===== config.mk =====
export PLATFORM = sky130hd
export DESIGN_NAME = mem_port_arbiter_flat
export DESIGN_NICKNAME = d
export VERILOG_FILES = /design/src/rtl/mem_port_arbiter_if.sv /design/src/rtl/mem_port_arbiter.sv /design/src/flat_wrapper.sv
export SDC_FILE = /design/constraint.sdc
export NUM_CORES = 1
export LEC_CHECK = 0
export CORE_AREA = 2 2 96 98
export CTS_BUF_LIST = sky130_fd_sc_hd__clkbuf_8
export CTS_CLUSTER_DIAMETER = 200
export CTS_CLUSTER_SIZE = 10
export DETAILED_ROUTE_END_ITERATION = 7
export DIE_AREA = 0 0 98 100
export GPL_TIMING_DRIVEN = 0
export HOLD_SLACK_MARGIN = 0.03
export MAX_ROUTING_LAYER = met4
export RECOVER_POWER = 25
export SLEW_MARGIN = 20
export SYNTH_ARGS = -nofsm -noshare
export SYNTH_HDL_FRONTEND = slang
export SYNTH_SLANG_ARGS = --single-unit
export TNS_END_PERCENT = 20

===== constraint.sdc =====
create_clock -name clk_i -period 0.9 [get_ports clk_i]
set_clock_uncertainty 0.05 [all_clocks]
set_input_delay 0.18 -clock clk_i [delete_from_list [all_inputs] [get_ports clk_i]]
set_output_delay 0.18 -clock clk_i [all_outputs]
set_load 0.02 [all_outputs]

===== src/rtl/mem_port_arbiter_if.sv =====
// rtl/mem_port_arbiter_if.sv - fetch, data and RAM-side signals of the memory port arbiter
interface mem_port_arbiter_if #(
    parameter int ADDR_W = 5,
    parameter int DATA_W = 32
) ();
    // fetch port
    logic                  i_req;
    logic [31:0]           i_addr;
    logic                  i_gnt;
    logic                  i_rvalid;
    logic [DATA_W-1:0]     i_rdata;
    // data port
    logic                  d_req;
    logic [31:0]           d_addr;
    logic [DATA_W/8-1:0]   d_wmask;
    logic [DATA_W-1:0]     d_wdata;
    logic                  d_gnt;
    logic                  d_rvalid;
    logic [DATA_W-1:0]     d_rdata;
    // single-port RAM
    logic [ADDR_W-1:0]     m_addr;
    logic [DATA_W/8-1:0]   m_wea;
    logic [DATA_W-1:0]     m_din;
    logic [DATA_W-1:0]     m_dout;

    // arbiter side
    modport slave (
        input  i_req, i_addr, d_req, d_addr, d_wmask, d_wdata, m_dout,
        output i_gnt, i_rvalid, i_rdata, d_gnt, d_rvalid, d_rdata, m_addr, m_wea, m_din
    );

    // requester / RAM environment side
    modport master (
        output i_req, i_addr, d_req, d_addr, d_wmask, d_wdata, m_dout,
        input  i_gnt, i_rvalid, i_rdata, d_gnt, d_rvalid, d_rdata, m_addr, m_wea, m_din
    );
endinterface


===== src/rtl/mem_port_arbiter.sv =====
// rtl/mem_port_arbiter.sv - shares one 1-cycle-latency RAM between fetch and data ports (ARB_STARVE_GUARD_EN adds fetch anti-starvation)
module mem_port_arbiter #(
    parameter int ADDR_W       = 5,
    parameter int DATA_W       = 32,
    parameter int STARVE_LIMIT = 4
) (
    input  logic              clk_i,
    input  logic              rst_n_i,
    mem_port_arbiter_if.slave bus_io
);

    // Owner of the read launched in the previous cycle; NONE after writes and idle cycles.
    typedef enum logic [1:0] {
        OWN_NONE = 2'd0,
        OWN_I    = 2'd1,
        OWN_D    = 2'd2
    } owner_e;

    owner_e owner_q;
    owner_e owner_d;
    logic   grant_i;
    logic   grant_d;
    logic   fetch_forced;
    logic   unused_ok;

`ifdef ARB_STARVE_GUARD_EN
    localparam int              CNT_W   = $clog2(STARVE_LIMIT + 1);
    localparam logic [CNT_W-1:0] CNT_MAX = CNT_W'(STARVE_LIMIT);

    logic [CNT_W-1:0] starve_cnt_q;
    logic [CNT_W-1:0] starve_cnt_d;

    assign fetch_forced = bus_io.i_req && (starve_cnt_q == CNT_MAX);

    // Count consecutive cycles a pending fetch loses; saturate, clear on grant or idle.
    always_comb begin
        starve_cnt_d = '0;
        if (bus_io.i_req && !grant_i) begin
            starve_cnt_d = (starve_cnt_q == CNT_MAX) ? starve_cnt_q : starve_cnt_q + 1'b1;
        end
    end

    // Starvation counter register.
    always_ff @(posedge clk_i or negedge rst_n_i) begin
        if (!rst_n_i) begin
            starve_cnt_q <= '0;
        end else begin
            starve_cnt_q <= starve_cnt_d;
        end
    end

    assign unused_ok = ^{bus_io.i_addr[31:ADDR_W+2], bus_io.i_addr[1:0],
                         bus_io.d_addr[31:ADDR_W+2], bus_io.d_addr[1:0]};
`else
    assign fetch_forced = 1'b0;

    assign unused_ok = ^{bus_io.i_addr[31:ADDR_W+2], bus_io.i_addr[1:0],
                         bus_io.d_addr[31:ADDR_W+2], bus_io.d_addr[1:0],
                         (STARVE_LIMIT != 0)};
`endif

    // Pick at most one requester; data wins unless fetch has been starved. Nothing is granted in reset.
    always_comb begin
        grant_i = 1'b0;
        grant_d = 1'b0;
        if (rst_n_i) begin
            if (fetch_forced) begin
                grant_i = 1'b1;
            end else if (bus_io.d_req) begin
                grant_d = 1'b1;
            end else if (bus_io.i_req) begin
                grant_i = 1'b1;
            end
        end
    end

    // Next owner: only a granted read produces a return in the following cycle.
    always_comb begin
        owner_d = OWN_NONE;
        if (grant_i) begin
            owner_d = OWN_I;
        end else if (grant_d && (bus_io.d_wmask == '0)) begin
            owner_d = OWN_D;
        end
    end

    // Owner register; reset drops any read in flight.
    always_ff @(posedge clk_i or negedge rst_n_i) begin
        if (!rst_n_i) begin
            owner_q <= OWN_NONE;
        end else begin
            owner_q <= owner_d;
        end
    end

    // RAM drive and return steering; read data is a straight path from the RAM output.
    always_comb begin
        bus_io.i_gnt    = grant_i;
        bus_io.d_gnt    = grant_d;
        bus_io.m_addr   = grant_d ? bus_io.d_addr[ADDR_W+1:2] : bus_io.i_addr[ADDR_W+1:2];
        bus_io.m_wea    = grant_d ? bus_io.d_wmask : '0;
        bus_io.m_din    = bus_io.d_wdata;
        bus_io.i_rvalid = (owner_q == OWN_I);
        bus_io.d_rvalid = (owner_q == OWN_D);
        bus_io.i_rdata  = bus_io.m_dout;
        bus_io.d_rdata  = bus_io.m_dout;
    end

endmodule

===== src/flat_wrapper.sv =====
// flat-port wrapper written by rule: the top's interface ports become plain ports
module mem_port_arbiter_flat 
#(
    parameter int ADDR_W       = 5,
    parameter int DATA_W       = 32,
    parameter int STARVE_LIMIT = 4
)
  (clk_i, rst_n_i, bus_io_i_req, bus_io_i_addr, bus_io_d_req, bus_io_d_addr, bus_io_d_wmask, bus_io_d_wdata, bus_io_m_dout, bus_io_i_gnt, bus_io_i_rvalid, bus_io_i_rdata, bus_io_d_gnt, bus_io_d_rvalid, bus_io_d_rdata, bus_io_m_addr, bus_io_m_wea, bus_io_m_din);
  mem_port_arbiter_if #(.ADDR_W(ADDR_W), .DATA_W(DATA_W)) bus_io_i ();
  input  logic clk_i;
  input  logic rst_n_i;
  input wire logic [$bits(bus_io_i.i_req)-1:0] bus_io_i_req;
  input wire logic [$bits(bus_io_i.i_addr)-1:0] bus_io_i_addr;
  input wire logic [$bits(bus_io_i.d_req)-1:0] bus_io_d_req;
  input wire logic [$bits(bus_io_i.d_addr)-1:0] bus_io_d_addr;
  input wire logic [$bits(bus_io_i.d_wmask)-1:0] bus_io_d_wmask;
  input wire logic [$bits(bus_io_i.d_wdata)-1:0] bus_io_d_wdata;
  input wire logic [$bits(bus_io_i.m_dout)-1:0] bus_io_m_dout;
  output wire logic [$bits(bus_io_i.i_gnt)-1:0] bus_io_i_gnt;
  output wire logic [$bits(bus_io_i.i_rvalid)-1:0] bus_io_i_rvalid;
  output wire logic [$bits(bus_io_i.i_rdata)-1:0] bus_io_i_rdata;
  output wire logic [$bits(bus_io_i.d_gnt)-1:0] bus_io_d_gnt;
  output wire logic [$bits(bus_io_i.d_rvalid)-1:0] bus_io_d_rvalid;
  output wire logic [$bits(bus_io_i.d_rdata)-1:0] bus_io_d_rdata;
  output wire logic [$bits(bus_io_i.m_addr)-1:0] bus_io_m_addr;
  output wire logic [$bits(bus_io_i.m_wea)-1:0] bus_io_m_wea;
  output wire logic [$bits(bus_io_i.m_din)-1:0] bus_io_m_din;
  assign bus_io_i.i_req = bus_io_i_req;
  assign bus_io_i.i_addr = bus_io_i_addr;
  assign bus_io_i.d_req = bus_io_d_req;
  assign bus_io_i.d_addr = bus_io_d_addr;
  assign bus_io_i.d_wmask = bus_io_d_wmask;
  assign bus_io_i.d_wdata = bus_io_d_wdata;
  assign bus_io_i.m_dout = bus_io_m_dout;
  assign bus_io_i_gnt = bus_io_i.i_gnt;
  assign bus_io_i_rvalid = bus_io_i.i_rvalid;
  assign bus_io_i_rdata = bus_io_i.i_rdata;
  assign bus_io_d_gnt = bus_io_i.d_gnt;
  assign bus_io_d_rvalid = bus_io_i.d_rvalid;
  assign bus_io_d_rdata = bus_io_i.d_rdata;
  assign bus_io_m_addr = bus_io_i.m_addr;
  assign bus_io_m_wea = bus_io_i.m_wea;
  assign bus_io_m_din = bus_io_i.m_din;
  mem_port_arbiter #(.ADDR_W(ADDR_W), .DATA_W(DATA_W), .STARVE_LIMIT(STARVE_LIMIT)) u_core (.clk_i(clk_i), .rst_n_i(rst_n_i), .bus_io(bus_io_i));
endmodule

==> impl_metrics.py <==
metrics = {
    "critical_path": {
        "critPathRequiredTime_ps": 670,
        "cp_slowest_cell": "dfrtp_1",
        "slowest_delay_ps": 360,
        "criticalPathCategory": "reg -> out",
        "worstPathArrival_ps": 850,
        "endpoint_kind": "primary output",
        "path_cells": "nor2b_1 -> buf_4",
        "timing.critical_path.fanout_max": 2,
        "critPathLaunchType": "register",
    },
    "drt": {
        "viasPerCell": 3.05,
        "ant_nets": 0,
        "top_layer": "met3",
        "vias": 1109,
        "drtPass1Iterations": 2,
        "wl_met1_um": 905,
        "wl_um": 3520,
        "wl_per_cell_um": 9.68,
        "drtIter0Drc": 5,
        "wl_met3_um": 709,
        "wl_met2_um": 1910,
        "drc_errors": 0,
    },
    "clock_tree": {
        "cts_buffers": 3,
        "clock_tree.root_cell": "clkbuf_8",
        "cts_tree": "yes",
        "clk_pin_slew_worst_paths_ps": 30,
        "htree_levels": 1,
        "clk_path_buf_depth": 2,
        "cts.sinks": 2,
    },
    "layout": {
        "reg_top3": "u_core.owner_q x2",
        "drive_above_1_share_pct": 79.4,
        "syn2layout_area_growth_pct": 143,
        "n_antenna_cell": 0,
        "mostFrequentLayoutCells": "165 x buf_4, 24 x clkbuf_1, 17 x dlygate4sd2_1",
        "fill_cells": 1021,
        "nets": 391,
        "largest_reg_flops": 2,
        "regMostFlops": "u_core.owner_q",
        "final_cells": 364,
        "layout_commonest_cell": "buf_4",
        "multi_input_area_sq_um": 193,
        "regArea_sq_um": 50.0,
    },
    "sta": {
        "setup_tns_ps": -1260,
        "final_max_slew_viol_count": 0,
        "min_period_ps": 1080,
        "hold_viol": 0,
        "fmax_mhz": 925,
        "period_share_pct": 120,
        "tightestPinTransition_ps": 262,
        "setup_slack_ps": -181,
        "max-slew-margin-rel_pct": 82.6,
        "rsz0062_at_grt": "true",
        "finalSetupViolations": 11,
    },
    "placed_design": {
        "globalplace.congestion": 0.792,
        "dp.cells": 352,
        "hpwl_um": 3080,
        "io_buffers": 126,
        "place_worst_setup_slack_ps": -1210,
    },
    "global_route": {
        "grt_use_total_pct": 6.30,
        "antenna_found_initial": 0,
        "grt_pass1_wl_um": 4820,
        "grt-ovfl-total": 0,
        "grt_pass1_vias": 1012,
        "grt_start_max_net_pins": 8,
    },
    "worst_hold_path": {
        "hold_depth": 4,
        "whs_endpoint": "u_core.owner_q[1]$_DFF_PN0_",
        "hold_path_class": "in -> reg",
        "hp-start": "rst_n_i",
    },
    "floorplanning": {
        "die_x_um": 98,
        "ioPinCount": 245,
        "rows": 35,
        "die_h_um": 100,
        "dieArea_sq_um": 9800,
        "start_util_pct": 10.1,
        "core_region_area_sq_um": 8890,
    },
    "synth": {
        "netlist_area_sq_um": 901,
        "ys_seq_area_share_pct": 5.56,
        "ys_seq_elements": 2,
        "synth_warnings": 0,
        "ys_types": 13,
        "synth_fp_nets": 251,
        "syn_avg_cell_area_sq_um": 7.83,
        "syn_inst": 115,
    },
    "power_and_ir_drop": {
        "power_density_nw_per_um2": 745,
        "leakagePower_nw": 1.20,
        "peakVddDrop_mv": 0.305,
    },
    "status": {
        "outcome": "finished, violations left",
        "violations": "negative setup slack",
    },
    "job": {
        "max_cap_viol_count": 0,
    },
}
final cells by class:
class                           count  share of cell area [%]
Timing Repair Buffer              135                    47.6
Buffer                             96                    32.9
Multi-Input combinational cell     16                    8.79
Tap cell                          111                    6.34
Sequential cell                     2                    2.28
Clock buffer                        3                    1.88
Inverter                            1                   0.171
metrics by stage:
stage,area (sq um),hold slack [ps],power [mW],util (%)
after floorplan,901,-166,0.797,-
after global placement,2300,384,1.36,25.9
after detailed placement,2300,387,1.37,25.9
after CTS,2280,289,1.71,25.6
after global routing,2190,297,1.72,24.6
final,2190,289,1.63,24.6
critical path, delay by kind of cell, from the launching register on:
kind / cells / cell delay, ps
buffers and inverters: 1 / 150
DFF: 1 / 360
and+or+nand+nor: 1 / 130
cells in the mapped netlist, drive strengths merged:
| cell type | instances | share of area (%) |
|---|---|---|
| nor2 | 2 | 1.1 |
| or4 | 1 | 1.2 |
| nand2 | 2 | 1.1 |
| dfrtp | 2 | 5.6 |
| nor2b | 2 | 1.4 |
| inv | 1 | 0.42 |
| buf | 96 | 80 |
| mux2 | 5 | 6.2 |
| and3 | 4 | 2.9 |
layer usage:
layer	up-vias	GRT usage, %
li1	535	-
met5	-	-
met1	463	5.47
met3	0	4.04
met4	0	0.321
met2	111	12.0
cells by family (layout without fill, tap and decap cells):
logic type | count (synthesis) | after routing | synth area share [%]
flip-flops | 2 | 2 | 5.56
multiplexers | 5 | 5 | 6.25
AND/OR/NAND/NOR | 11 | 11 | 7.78
buffers and inverters | 97 | 235 | 80.4
how the worst max path moves through the flow:
stage / startpoint / to / slack [ps] / depth (start not counted)
after floorplan: rst_n_i / bus_io_m_addr[0] / -30 / 2
after global placement: rst_n_i / bus_io_m_addr[2] / -1200 / 4
after detailed placement: rst_n_i / bus_io_m_addr[2] / -1210 / 4
after CTS: u_core.owner_q[1]$_DFF_PN0_ / bus_io_i_rvalid / -200 / 2
after global routing: u_core.owner_q[1]$_DFF_PN0_ / bus_io_i_rvalid / -240 / 2
final: u_core.owner_q[0]$_DFF_PN0_ / bus_io_i_rvalid / -180 / 2
report_power, final:
part / total, mW / switching, mW / internal, mW
logic: 1.19 / 0.535 / 0.660
clock network: 0.345 / 0.0630 / 0.282
registers: 0.0938 / 0.000903 / 0.0929
what timing repair did:
action | CTS | global route
resized for setup | 230 | 2
buffers inserted | 8 | 0
pin swaps | 7 | 1
setup endpoints to repair | 111 | 14
hold endpoints to repair | 2 | 0
hold buffers | 1 | 0
Power figures use the tool's default switching activity.
